`src/rtl/conv_32b_8b.sv`:
```
// conv_32b_8b: serializes LANES*BYTE_W-bit words into BYTE_W-bit bytes, MSB byte first, one byte per clk_4f cycle.
// Latency: a word accepted at edge N into an idle block drives its bytes after edges N+1..N+LANES; gap-free back to back.
// Backpressure: ready_in = !HR_full (registered only), so upstream holds data_in while valid_in && !ready_in.
// Optional build macro IDLE_FILL_EN: when defined, idle/reset data_out is the 8'hBC comma filler instead of zero.

module conv_32b_8b #(
  parameter int BYTE_W = 8,
  parameter int LANES  = 4
) (
  input  logic                      clk_4f,
  input  logic                      reset,
  input  logic [LANES*BYTE_W-1:0]   data_in,
  input  logic                      valid_in,
  output logic                      ready_in,
  output logic [BYTE_W-1:0]         data_out,
  output logic                      valid_out
);

  localparam int WORD_W = LANES * BYTE_W;
  localparam int CW     = (LANES > 1) ? $clog2(LANES) : 1;

  localparam logic [0:0]    ST_IDLE  = 1'b0;
  localparam logic [0:0]    ST_SEND  = 1'b1;
  localparam logic [CW-1:0] CNT_LAST = CW'(LANES - 1);

`ifdef IDLE_FILL_EN
  // Comma character keeps the downstream link aligned while no word is in flight.
  localparam logic [BYTE_W-1:0] FILL = BYTE_W'(8'hBC);
`else
  localparam logic [BYTE_W-1:0] FILL = '0;
`endif

  // Shift register (word being sent) and byte counter
  logic [0:0]          state_q,   state_d;
  logic [CW-1:0]       cnt_q,     cnt_d;
  logic [WORD_W-1:0]   sr_q,      sr_d;
  // One-word holding buffer that hides the load turnaround
  logic [WORD_W-1:0]   hr_q,      hr_d;
  logic                hr_full_q, hr_full_d;
  // Registered outputs
  logic [BYTE_W-1:0]   dout_q,    dout_d;
  logic                vout_q,    vout_d;

  logic                load_edge;
  logic                take;
  logic [BYTE_W-1:0]   cur_byte;

  assign ready_in  = !hr_full_q;
  assign data_out  = dout_q;
  assign valid_out = vout_q;

  // A load decision is made when idle or when the last byte of SR is being selected.
  always_comb begin
    load_edge = (state_q == ST_IDLE) || (cnt_q == CNT_LAST);
    take      = valid_in && !hr_full_q;
  end

  // Select byte cnt of SR; byte 0 is the most significant byte of the word.
  always_comb begin
    cur_byte = '0;
    for (int k = 0; k < LANES; k++) begin
      if (cnt_q == CW'(k)) begin
        cur_byte = sr_q[(LANES-1-k)*BYTE_W +: BYTE_W];
      end
    end
  end

  // Next-state logic: load SR from HR (priority) or straight from the input, else park HR.
  always_comb begin
    state_d   = state_q;
    cnt_d     = cnt_q;
    sr_d      = sr_q;
    hr_d      = hr_q;
    hr_full_d = hr_full_q;

    if (load_edge) begin
      if (hr_full_q) begin
        // ready_in was low before this edge, so the input is not taken now.
        sr_d      = hr_q;
        hr_full_d = 1'b0;
        cnt_d     = '0;
        state_d   = ST_SEND;
      end else if (take) begin
        // HR empty: the word bypasses HR and goes directly into SR.
        sr_d      = data_in;
        cnt_d     = '0;
        state_d   = ST_SEND;
      end else begin
        cnt_d     = '0;
        state_d   = ST_IDLE;
      end
    end else begin
      cnt_d = cnt_q + 1'b1;
      if (take) begin
        hr_d      = data_in;
        hr_full_d = 1'b1;
      end
    end
  end

  // Output stage lags the counter by one edge, so the last byte leaves on the load edge.
  always_comb begin
    vout_d = (state_q == ST_SEND);
    dout_d = (state_q == ST_SEND) ? cur_byte : FILL;
  end

  // State registers; reset discards any partial word in SR and any parked word in HR.
  always_ff @(posedge clk_4f) begin
    if (reset) begin
      state_q   <= ST_IDLE;
      cnt_q     <= '0;
      sr_q      <= '0;
      hr_q      <= '0;
      hr_full_q <= 1'b0;
      dout_q    <= FILL;
      vout_q    <= 1'b0;
    end else begin
      state_q   <= state_d;
      cnt_q     <= cnt_d;
      sr_q      <= sr_d;
      hr_q      <= hr_d;
      hr_full_q <= hr_full_d;
      dout_q    <= dout_d;
      vout_q    <= vout_d;
    end
  end

endmodule

```
`config.mk`:
```
export PLATFORM = sky130hd
export DESIGN_NAME = conv_32b_8b
export DESIGN_NICKNAME = d
export VERILOG_FILES = /design/src/rtl/conv_32b_8b.sv
export SDC_FILE = /design/constraint.sdc
export NUM_CORES = 1
export LEC_CHECK = 0
export BUFFER_PORTS_ARGS = -buffer_cell sky130_fd_sc_hd__buf_4
export CORE_ASPECT_RATIO = 1.4
export CORE_MARGIN = 3
export CORE_UTILIZATION = 30
export CTS_CLUSTER_DIAMETER = 40
export CTS_CLUSTER_SIZE = 12
export DETAILED_ROUTE_END_ITERATION = 12
export PLACE_DENSITY_LB_ADDON = 0.3
export SYNTH_ARGS = -nofsm -noshare
export SYNTH_HDL_FRONTEND = slang
export SYNTH_SLANG_ARGS = --single-unit
```
`constraint.sdc`:
```
create_clock -name clk_4f -period 1.5 [get_ports clk_4f]
set_input_delay 0.3 -clock clk_4f [delete_from_list [all_inputs] [get_ports clk_4f]]
set_output_delay 0.3 -clock clk_4f [all_outputs]
set_load 0.05 [all_outputs]
```
==> metrics.md <==
| Metric | Value |
|---|---|
| Post-synth EDFFs | `0` |
| Hold_buf cts | `0` |
| First-pass GRT wire length | `13040 µm` |
| Total CTS buffers | `9` |
| Top FF cell, synth | `dfxtp_1` |
| Vias in the first global route | `2555` |
| Async S/R FF share, synth | `0%` |
| Internal Power | `4.128 mW` |
| # IOs | `45` |
| Row count | `45` |
| # port buffers | `44` |
| Peak supply drop | `0.0004749 V` |
| Syn Nets | `398` |
| Most frequent cells in the layout | `dfxtp_1, buf_4, a21oi_1, nand2_1, mux2i_1` |
| Worst EP required | `1.69 ns` |
| Leakage power | `1.668 nW` |
| Layout area overhead | `33.62%` |
| Synth cell types | `25` |
| Core ar. | `10920 µm²` |
| Chip height | `131.8 µm` |
| # fillers | `1085` |
| Clock transition at path regs | `0.06 ns` |
| Register Area | `1548 µm²` |
| Clock Skews | `0.005133 ns` |
| Pre-Repair DR Iteration Count | `4` |
| Non-Filler Instances | `551` |
| Remaining DRCs | `0` |
| GRT overflow | `0` |
| Status | `complete, no violations` |
| Fin. Hold Viols | `0` |
| Synth top area cells | `dfxtp_1, a211oi_2, a21oi_1` |
| Post-layout util | `41.48%` |
| CP Max Fanout | `8` |
| Layout cell share with drive strength beyond 1 | `35.85%` |
| Synthesized area | `3391 µm²` |
| Critical path class | `flop to flop` |
| Longest Clk Path Bufs | `2` |
| HP Class | `input port to flop` |
| Multi-input gate area | `1810 µm²` |
| Initial antenna violation count | `0` |
| Clk Latency, worst-skew pair | `0.33 ns` |
| H-tree levels | `3` |
| Switch Pwr | `1.311 mW` |
| Period utilization | `96.88%` |
| Final HPWL DP | `5747 µm` |
| Post-route antenna net violation count | `0` |
| Sw frac | `24.11%` |
| Gate power share | `14.7%` |
| Seq/Total Area, Yosys | `45.46%` |
| Crit start category | `flop` |
| Achievable Freq | `688.1 MHz` |
| Die area | `12630 µm²` |
| Top-area cell type share of the netlist area | `45.46%` |
| Drt wl/cell | `15.27 µm` |
| YS warnings | `0` |
| Post-Syn Instances | `359` |
| Clock Tree Root | `clkbuf_16` |
| Gr usage total | `13.30%` |
| RSZ-0062 raised after global routing | `true` |
| WP data arrival | `1.65 ns` |
| PD cells | `1201 nW/µm²` |
| Initial core utilization | `31.04%` |
| DR iter-0 viols | `99` |
| Final WL | `8412 µm` |
| CTS Sinks | `77` |
| Placed Cells | `524` |
| Inserted Diodes | `0` |
| Most common cell after layout, fill and taps aside | `dfxtp_1` |
| Slew Limit Fails | `0` |
| Avg Inst Size Synth | `9.445 µm²` |
| FF+latch count, synth | `77` |
| Hold_ws | `0.2237 ns` |
| Routed via count | `2668` |
| Final min period | `1.453 ns` |
| Top cell type by total area after synthesis | `dfxtp_1` |
| CTS tree | `built` |
| Crit end category | `flop` |
| Proportion of power drawn by flip-flops and latches | `41.7%` |
| Final setup viols | `0` |
| Largest net degree at the start of global routing | `69` |
| Worst-Margin Slew | `0.5491 ns` |
| Clock power frac | `43.6%` |
| Placer Congestion | `0.7532` |
| Die width | `95.85 µm` |
| Max Cap Viol | `0` |
| Final nets | `445` |
| Vias per Instance | `4.842` |
| Max-slew headroom | `63.40%` |
==> power by group through the flow <==
stage | Combinational (mW) | Sequential, mW | Clock (mW)
3_3_place_gp | 0.713 | 2.29 | 0
6_report | 0.802 | 2.27 | 2.37
3_5_place_dp | 0.725 | 2.30 | 0
5_1_grt | 0.874 | 2.28 | 2.52
2_1_floorplan | 0.480 | 2.30 | 0
4_1_cts | 0.737 | 2.26 | 2.42
==> final timing paths <==
kind / startpoint / depth (start not counted) / slack, ns / endpoint
worst max register to register: cnt_q[0] / 6 / 0.05 / data_out[2]
worst max-delay path: cnt_q[0] / 6 / 0.05 / data_out[2]
worst min-delay path: data_in[6] / 3 / 0.22 / hr_q[6]
worst min register to register: cnt_q[0] / 1 / 0.45 / cnt_q[0]
==> area by class of cell <==
type                    count  area share [%]
clock inverters             3           1.491
multi-input cells         240           39.96
clock buffers              12           5.882
flip-flops and latches     77           34.16
repair buffers             74           14.28
well taps                 141           3.894
inverters                   4          0.3314
==> stage by stage <==
step	setup TNS [ns]	instance area (µm²)	worst slack [ns]	power (mW)
after floorplan	0	3423	0.005460	2.784
after global placement	-0.5733	3909	-0.1238	3.007
after detailed placement	-0.6549	3909	-0.1673	3.021
after CTS	-0.3427	4280	-0.1019	5.411
after global routing	-0.1132	4531	-0.03665	5.677
final	0	4531	0.04677	5.439
==> per-layer routing <==
metal / up-vias / share of wire (%) / GRT usage, %
met5: - / 0 / 0
met4: 0 / 1.4 / 5.459
met3: 6 / 3.1 / 2.741
met2: 35 / 53 / 21.82
met1: 1264 / 43 / 16.70
li1: 1363 / - / -
==> cells in the mapped netlist, types with 2 or more instances <==
library cell  instances
a211oi_1              2
a211oi_2             30
a21oi_1              65
a221oi_1              8
buf_2                 8
buf_6                 6
clkbuf_1             23
dfxtp_1              77
ha_1                  4
inv_1                 2
inv_2                 2
mux2i_1              32
nand2_1              64
nand2b_1              2
nand3_1               8
nor2b_1               9
nor3_1                2
o41ai_1               8
==> sequential cells by signal, summed over array words and instances (netlist names) <==
| signal | flops |
|---|---|
| data_out | 8 |
| hr_full_q | 1 |
| state_q | 1 |
| hr_q | 32 |
| sr_q | 32 |
| cnt_q | 2 |
| valid_out | 1 |
==> worst max-delay path, stage by stage (launching register included) <==
cell	delay, ns
dfxtp_4	0.36
inv_1	0.06
ha_1	0.19
nor2b_2	0.15
buf_6	0.15
a221oi_2	0.30
o41ai_2	0.11
==> repair_timing <==
action | CTS | global route
setup endpoints to repair | 9 | 24
gates resized for setup | 7 | 23
pin swaps | 1 | 8
setup buffers | 0 | 11
cloned | 0 | 1
==> kinds of logic (layout without fill, tap and decap cells) <==
kind of cell | Yosys count | count (layout) | synth area share, %
AND/OR/NAND/NOR | 91 | 91 | 11.99
buffers and inverters | 42 | 93 | 6.384
AO/OA/AOI/OAI | 113 | 113 | 25.24
multiplexers | 32 | 32 | 9.447
flip-flops | 77 | 77 | 45.46
adder cells (fa/ha/maj) | 4 | 4 | 1.476
(Power assumes the default switching activity.)
